==> config.mk <==
export PLATFORM = sky130hd
export DESIGN_NAME = instr_decoder
export DESIGN_NICKNAME = d
export VERILOG_FILES = /design/src/rtl/instr_decoder.sv
export SDC_FILE = /design/constraint.sdc
export NUM_CORES = 1
export LEC_CHECK = 0
export CORE_ASPECT_RATIO = 1.5
export CORE_MARGIN = 5
export CORE_UTILIZATION = 30
export CTS_CLUSTER_SIZE = 16
export DETAILED_ROUTE_END_ITERATION = 7
export GPL_TIMING_DRIVEN = 0
export HOLD_SLACK_MARGIN = 0.06
export SLEW_MARGIN = 5
export SYNTH_ARGS = -nofsm -noshare
export SYNTH_HDL_FRONTEND = slang
export SYNTH_SLANG_ARGS = --single-unit
==> constraint.sdc <==
create_clock -name clk -period 2.5 [get_ports clk]
set_clock_uncertainty 0.1 [all_clocks]
set_input_delay 0.5 -clock clk [delete_from_list [all_inputs] [get_ports clk]]
set_output_delay 0.5 -clock clk [all_outputs]
set_load 0.1 [all_outputs]
==> src/rtl/instr_decoder.sv <==
// Command/data byte decoder between spi_bridge and the PWM register file.
// Optional illegal-address check: define INSTR_ADDR_CHECK_EN (adds addr_err).
//
// Ports:
//   clk, rst         system clock, synchronous active-high reset
//   cs_n, byte_sync  async SPI-domain inputs, synchronised here
//   data_in          received byte, sampled on the synced byte_sync rise
//   data_out         byte returned to spi_bridge for MISO
//   read, write      one-cycle register-file strobes
//   addr, hi_sel     register address and upper-byte select
//   data_write       write data, valid with write
//   data_read        register-file read data
//   addr_err         sticky illegal-address flag (macro builds only)
module instr_decoder #(
  parameter int ADDR_W = 6,
  parameter int DATA_W = 8,
  parameter int SYNC_STAGES = 2,
  parameter logic [ADDR_W-1:0] MAX_ADDR = 6'h14
) (
  input  logic              clk,
  input  logic              rst,
  input  logic              cs_n,
  input  logic              byte_sync,
  input  logic [DATA_W-1:0] data_in,
  output logic [DATA_W-1:0] data_out,
  output logic              read,
  output logic              write,
  output logic [ADDR_W-1:0] addr,
  output logic              hi_sel,
  output logic [DATA_W-1:0] data_write,
  input  logic [DATA_W-1:0] data_read
`ifdef INSTR_ADDR_CHECK_EN
  ,
  output logic              addr_err
`endif
);

  localparam logic [1:0] CMD     = 2'd0;
  localparam logic [1:0] DATA    = 2'd1;
  localparam logic [1:0] RD_WAIT = 2'd2;

  logic [SYNC_STAGES-1:0] bs_q;
  logic [SYNC_STAGES-1:0] cs_q;
  logic bs_prev;
  logic cs_prev;
  logic bs_s;
  logic cs_s;
  logic byte_valid;
  logic cs_rise;
  logic take;
  logic addr_bad;

  logic [1:0] state;
  logic       is_rd;
  logic       bad;

  always_ff @(posedge clk) begin
    if (rst) begin
      bs_q    <= '0;
      cs_q    <= '1;
      bs_prev <= 1'b0;
      cs_prev <= 1'b1;
    end else begin
      bs_q    <= {bs_q[SYNC_STAGES-2:0], byte_sync};
      cs_q    <= {cs_q[SYNC_STAGES-2:0], cs_n};
      bs_prev <= bs_s;
      cs_prev <= cs_s;
    end
  end

  assign bs_s       = bs_q[SYNC_STAGES-1];
  assign cs_s       = cs_q[SYNC_STAGES-1];
  assign byte_valid = bs_s & ~bs_prev;
  assign cs_rise    = cs_s & ~cs_prev;
  // Deselected bytes are dropped; this also makes a cs_n rise
  // win over a coincident byte.
  assign take       = byte_valid & ~cs_s;

`ifdef INSTR_ADDR_CHECK_EN
  assign addr_bad = data_in[ADDR_W-1:0] > MAX_ADDR;
`else
  assign addr_bad = 1'b0;
`endif

  always_ff @(posedge clk) begin
    if (rst) begin
      state      <= CMD;
      is_rd      <= 1'b0;
      bad        <= 1'b0;
      data_out   <= '0;
      read       <= 1'b0;
      write      <= 1'b0;
      addr       <= '0;
      hi_sel     <= 1'b0;
      data_write <= '0;
`ifdef INSTR_ADDR_CHECK_EN
      addr_err   <= 1'b0;
`endif
    end else begin
      read  <= 1'b0;
      write <= 1'b0;
      unique case (state)
        CMD: begin
          if (take) begin
            addr   <= data_in[ADDR_W-1:0];
            hi_sel <= data_in[6];
            is_rd  <= data_in[7];
            bad    <= addr_bad;
`ifdef INSTR_ADDR_CHECK_EN
            if (addr_bad)
              addr_err <= 1'b1;
`endif
            if (data_in[7]) begin
              read  <= ~addr_bad;
              state <= RD_WAIT;
            end else begin
              state <= DATA;
            end
          end
        end
        RD_WAIT: begin
          // On abort the earlier capture is kept.
          if (cs_rise) begin
            state <= CMD;
          end else begin
            data_out <= bad ? '1 : data_read;
            state    <= DATA;
          end
        end
        DATA: begin
          if (cs_rise) begin
            state <= CMD;
          end else if (take) begin
            if (!is_rd && !bad) begin
              data_write <= data_in;
              write      <= 1'b1;
            end
            state <= CMD;
          end
        end
        default: state <= CMD;
      endcase
    end
  end

endmodule

Yosys cells after proc, flatten, opt, wreduce, memory -nomap -nowiden
Index checks and enable logic that the tools add are counted.

Bits in registers: 34. Input bits: 20. Logic and storage cells: 42.

Eq/ne operators: 4. Mux-type cells: 8. Bitwise operators: 10. Reduce and logical (&&, ||, !) cells: 8.

Operators with widths (count): $mux 2 (4); $not 1->1 (7); $pmux 2 s3 (1); $reduce_and 2->1 (3); $reduce_and 4->1 (1); $reduce_or 4->1 (1); $and 1x1->1 (3); $mux 1 (3); $ne 3x3->1 const B (1); $reduce_or 3->1 (1); $eq 2x1->1 const B (1); $eq 2x2->1 const B (1); $logic_not 2->1 (1); $ne 2x2->1 const B (1); $logic_not 1->1 (1).

Depth between registers and ports, before layout
Gate-level depths: netlist of the first run.

Depth after elaboration: 6. Gate-level depth with buffers: 4. Mapped depth without buffers: 3.

Worst setup path after synthesis of the first run
No wires, ideal clock.

Path kind: register -> register. From: register cs_q[1]. To: register data_write[0]. Setup time: 0.121 ns. Data arrival time: 1.312 ns. Required time: 2.279 ns. Slack: 0.966 ns. Stages on the path, launching flop included: 5. Clock period less this slack: 1.534 ns. Cells stage by stage: dfxtp_1 -> or3b_4 -> or3_1 -> buf_6 -> mux2i_1.

Longest elaborated chain between the ends: 3. Elaborated cells on any way between the ends: 5. Classes of those cells: 4 x bitwise; 1 x reduce/logical.

RTL lines: start, declared (RTL line 43) `logic [SYNC_STAGES-1:0] cs_q;`; start signal, assigned (RTL line 65) `cs_q <= {cs_q[SYNC_STAGES-2:0], cs_n};`; $and 1x1->1 / $not 1->1 (equally long branches) (RTL line 74, 77); $not 1->1 (no line) / $and 1x1->1 (equally long branches); $reduce_and 4->1 (no line) *; end signal, assigned (RTL line 135) `data_write <= data_in;`; end, declared (RTL line 30) `output logic [DATA_W-1:0] data_write,`.

Every way passes the cells marked *; elsewhere a longest branch is shown, timed or not. A chain may end at the register's enable or synchronous reset.

Final worst setup path of the first run
From: register data_write[4]. To: output data_write[4].

No word-level cell between the ends.

==> results of run 1 <==
-- state kept, by name, summed over array words and instances (netlist names) --
register    count
data_out        8
data_write      8
addr            6
bs_q            2
cs_q            2
state           2
bs_prev         1
cs_prev         1
hi_sel          1
is_rd           1
read            1
write           1
-- logic make-up after synthesis --
family | count (synthesis) | share of synthesized area, %
buffers and inverters | 12 | 4.211
DFF | 34 | 53.28
AOI/OAI and AO/OA | 17 | 8.521
and+or+nand+nor | 50 | 21.45
muxes | 16 | 12.54
-- power by group --
group | total [W] | switching (W) | internal (W)
clock network | 0.000406 | 0.000185 | 0.000222
registers | 0.000549 | 0.00000203 | 0.000547
logic | 0.0000695 | 0.0000335 | 0.0000360
total | 0.00102 | 0.000220 | 0.000805
-- final timing paths --
check | from | to | depth (start not counted)
worst max-delay path | data_write[4] | data_write[4] | 1
worst min-delay path | cs_q[0] | cs_q[1] | 1
worst max register to register | cs_q[1] | data_write[3] | 4
worst min register to register | cs_q[0] | cs_q[1] | 1
-- cell usage in the layout, fill, tap and decap left out, types with 3 or more instances in the layout --
master           instances
a21oi_1                  8
clkbuf_1                 9
clkbuf_8                 6
clkdlybuf4s50_1         44
dfxtp_1                 34
mux2i_1                 16
nand2_1                 24
nand4b_1                 8
nor2b_1                  4
o31ai_1                  8
or2_2                    3
-- final cells by class --
type,count,area [µm²]
clock inverter,1,5.005
fill,425,2306
sequential,34,680.7
inverter,2,7.507
multi-input combinational,83,543.0
buffer,10,46.29
clock buffer,7,86.33
tap,46,57.56
timing repair buffer,44,440.4
-- metal layers --
metal | part of all wire, % | global-route usage (%) | vias up
met5 | 0 | 0 | -
met4 | 1.7 | 4.159 | 0
met3 | 9.6 | 5.237 | 7
met2 | 47 | 19.95 | 43
met1 | 42 | 11.71 | 539
li1 | - | - | 544
-- per-stage QoR --
step | total power, W | cell area [µm²]
after global routing | 0.001072 | 1867
after detailed placement | 0.0006308 | 1775
after global placement | 0.0006299 | 1775
after floorplan | 0.0005899 | 1277
final | 0.001025 | 1867
after CTS | 0.001046 | 1867
==> results.md, run 1 <==
* Status: finished, final reports clean
* First-pass GRT wire length at 5388 µm
* Nets at 200
* Starting Density at 30.61%
* Post-place setup slack at 0.3442 ns
* H-tree depth at 2
* Maximum clock path buffer count at 2
* Largest net degree at the start of global routing at 11
* # placed instances at 219
* Most common cell in the netlist: dfxtp_1
* Remaining Overflow, GRT at 0
* Worst path slowest cell: clkdlybuf4s50_1
* Initial drt markers at 43
* N_diodes at 0
* Post-CTS Setup Inserts at 0
* DRC violation count after routing at 0
* Die Width at between 60 and 70 µm
* Post-synth top flop: dfxtp_1
* Worst skew pair latency at 0.28 ns
* Worst slew pin tran at between 0.9 and 1 ns
* Cell area power density at 549.0 nW/µm²
* Unrepaired setup endpoints after global routing: no
* Syn avg cell area at a little under 10 µm²
* Post-CTS sizing at 0
* Slack of the critical path at ~0.13 ns
* Setup-failing EPs final at 0
* Post-Syn Nets at 149
* Synth Cell Area at 1277 µm²
* CP required at 1.90 ns
* Buffer and inverter count on the worst path at 1
* Post-synth top area share at 53.28%
* GP Congestion at 0.7788
* Synth top cells by count: dfxtp_1 (34), nand2_1 (24), mux2i_1 (16)
* CTS Root Cell: clkbuf_8
* Synth top area cells: dfxtp_1 (53%), mux2i_1 (13%), nand2_1 (7.1%)
* Drt wl/cell at roughly 14 µm
* Period utilisation layout at 94.85%
* Die Area at 5690 µm²
* Slew Limit Headroom at between 30% and 40%
* Finished Layout Cells at 227
* Yosys warns at 0
* DRT Wirelength at around 3200 µm
* Area Growth Syn to Fin at 46.13%
* CP max stage delay at 1.14 ns
* Critical Path Source Type: flip-flop
* Final Util at between 40% and 50%
* Synth area leader: dfxtp_1
* GRT Resource Usage Total at 11.42%
* Crit path cell chain: clkdlybuf4s50_1
* Pleak at about 0.7 nW
* Max Cap Viol at 0
* Initial antenna violation count at 0
* Die height at 89.92 µm
* CTS tree: yes
* Post-CTS Hold Fix Bufs at 0
* Flops & latches, synth at 34
* Hold Slack at about 0.31 ns
* Hold Path Class: flip-flop to flip-flop
* Share of cells above drive strength 1 at 7.182%
* Vias post-DR at 1,133
* Vias per inst at about 5
* 1st-pass router iterations at 4
* Clk slew on worst S/H paths at approximately 0.060 ns
* # IOs at between 40 and 50
* Count of pins over their slew limit at 0
* Fmax at 421.7 MHz
* Final Hold Violating Endpoints at 0
* Min Tclk post-route at 2.371 ns
* Netlist cell types at 21
* Post-synth ARST share at 0%
* WP data arrival at 1.77 ns
* PortBufs at 44
* Register area share after synthesis at between 50% and 60%
* Antenna viol nets, final at 0
* Reg2reg setup slack at 0.89 ns
* Core area at approximately 4200 µm²
* Synth Instances at 129
* Num rows at 29
* Clk sinks at 34
* Peak VDD IR at between 200 and 300 µV
* Number of flops mapped to enable cells by yosys at 0
* Post-DP HPWL at 2313 µm
* Delay-heaviest family, CP: buffers and inverters
* Vias in the first global route at around 1,200
* Crit Path Max Fanout at 2
* Num CTS Buffers at 5
* CP Capture Type: output pin
* Setup TNS at 0 ns
* WS Path Type: flip-flop to output pin
No activity file was read; power rests on OpenSTA's default activity.
==> run 2, diff against run 1 <==
Clock period 2.5 ns to 2.1 ns, I/O delays scaled along.
==> run 2 against run 1 <==
Hold slack barely moved; utilization is 0.75 points lower; worst setup slack lost 0.039 ns.
==> results.md, run 2 (synthesis results as in run 1) <==
* Setup TNS at 0 ns
* Crit Path Max Fanout at 2
* Setup-failing EPs final at 0
* Die Width at 63.28 µm
* Area Growth Syn to Fin at 43.68%
* 1st-pass router iterations at 4
* Pleak at 0.8138 nW
* Crit path cell chain: dlygate4sd2_1
* Post-DP HPWL at between 2000 and 2500 µm
* PortBufs at 44
* Share of cells above drive strength 1 at about 7.2%
* Antenna viol nets, final at 0
* Largest net degree at the start of global routing at 11
* Biggest regs: data_out x8, data_write x8, addr x6
* Vias in the first global route at between 1,000 and 1,500
* Worst skew pair latency at between 0.2 and 0.3 ns
* Clk slew on worst S/H paths at 0.06 ns
* CP max stage delay at 0.86 ns
* Max Cap Viol at 0
* Drt wl/cell at 13.81 µm
* CP Capture Type: output pin
* Unrepaired setup endpoints after global routing: no
* Maximum clock path buffer count at 2
* Vias post-DR at ~1,100
* Power share of the clock group at 39.7%
* Num CTS Buffers at 5
* Die Area at 5690 µm²
* Core area at around 4200 µm²
* Starting Density at 30.61%
* Commonest non-fill, non-tap cell in the layout: dfxtp_1
* Hold Path Class: flip-flop to flip-flop
* GP Congestion at between 0.7 and 0.8
* Initial antenna violation count at 0
* Slew Limit Headroom at 35.29%
* Comb power frac at 6.7%
* Num rows at 29
* Seq pwr share at between 50 and 60%
* Buffer and inverter count on the worst path at 1
* CTS Root Cell: clkbuf_8
* Remaining Overflow, GRT at 0
* GRT Resource Usage Total at 11.44%
* Critical Path Source Type: flip-flop
* DRC violation count after routing at 0
* CP required at 1.58 ns
* First-pass GRT wire length at 5402 µm
* Worst slew pin tran at 0.9745 ns
* H-tree depth at 2
* Peak VDD IR at 348.3 µV
* Clk sinks at 34
* WP data arrival at 1.49 ns
* Slack of the critical path at 0.08977 ns
* DRT Wirelength at 3135 µm
* Post-place setup slack at between 0.02 and 0.025 ns
* Fmax at 497.5 MHz
* Most frequent cells in the layout: dfxtp_1 (34), dlygate4sd2_1 (25), nand2_1 (24)
* Period utilisation layout at 95.73%
* Switching power at 0.0002619 W
* Delay-heaviest family, CP: buffers and inverters
* P_int at 0.0009572 W
* Min Tclk post-route at about 2 ns
* # IOs at 45
* Final Hold Violating Endpoints at 0
* Die height at 89.92 µm
* Sw Share at 21.48%
* Worst path slowest cell: dlygate4sd2_1
* Count of pins over their slew limit at 0
* Vias per inst at approximately 5.0
* N_diodes at 0
* Initial drt markers at 41
* Status: finished, final reports clean
* Cell area power density at 664.1 nW/µm²
* CTS tree: yes
* WS Path Type: flip-flop to output pin
* Nets at 200
## run 2: layout make-up
cell class | count | area, µm²
Timing Repair Buffer | 44 | 409.1
Tap cell | 46 | 57.56
Buffer | 10 | 46.29
Fill cell | 427 | 2337
Sequential cell | 34 | 680.7
Clock inverter | 1 | 5.005
Multi-Input combinational cell | 83 | 543.0
Inverter | 2 | 7.507
Clock buffer | 7 | 86.33
## run 2: timing repair
action	in CTS	in global routing
hold buffers	0	0
hold endpoints to repair	0	0
setup endpoints to repair	25	0
buffers inserted	0	0
gates resized for setup	25	0
## run 2: per-stage QoR
step | hold WS [ns] | instances | total power, W | util, % | instance area (µm²)
after floorplan | 0.2895 | 129 | 0.0007023 | - | 1277
after global placement | 0.2951 | 219 | 0.0007499 | 42.55 | 1775
after detailed placement | 0.2972 | 219 | 0.0007510 | 42.55 | 1775
after CTS | 0.3152 | 227 | 0.001244 | 43.99 | 1836
after global routing | 0.3383 | 227 | 0.001275 | 43.99 | 1836
final | 0.3128 | 227 | 0.001219 | 43.99 | 1836
## run 2: final timing paths
check | startpoint | to | slack, ns | cells past startpoint
setup / recovery | data_write[4] | data_write[4] | 0.09 | 1
hold / removal | cs_q[0] | cs_q[1] | 0.31 | 1
setup reg to reg | cs_q[1] | data_write[3] | 0.49 | 4
hold reg to reg | cs_q[0] | cs_q[1] | 0.31 | 1
## run 2: power by group through the flow
| stage | Combinational, W | Sequential (W) | Clock, W |
|---|---|---|---|
| 3_5_place_dp | 0.0000828 | 0.000668 | 0 |
| 6_report | 0.0000816 | 0.000653 | 0.000484 |
| 3_3_place_gp | 0.0000820 | 0.000668 | 0 |
| 4_1_cts | 0.0000826 | 0.000653 | 0.000508 |
| 5_1_grt | 0.0000879 | 0.000654 | 0.000533 |
| 2_1_floorplan | 0.0000250 | 0.000677 | 0 |
## run 2: layer usage
| metal | routed length, µm | GRT usage, % | share of wire [%] |
|---|---|---|---|
| met2 | 1446 | 19.95 | 46 |
| met4 | 48 | 4.159 | 1.5 |
| met5 | 0 | 0 | 0 |
| met1 | 1345 | 11.71 | 43 |
| met3 | 294 | 5.362 | 9.4 |
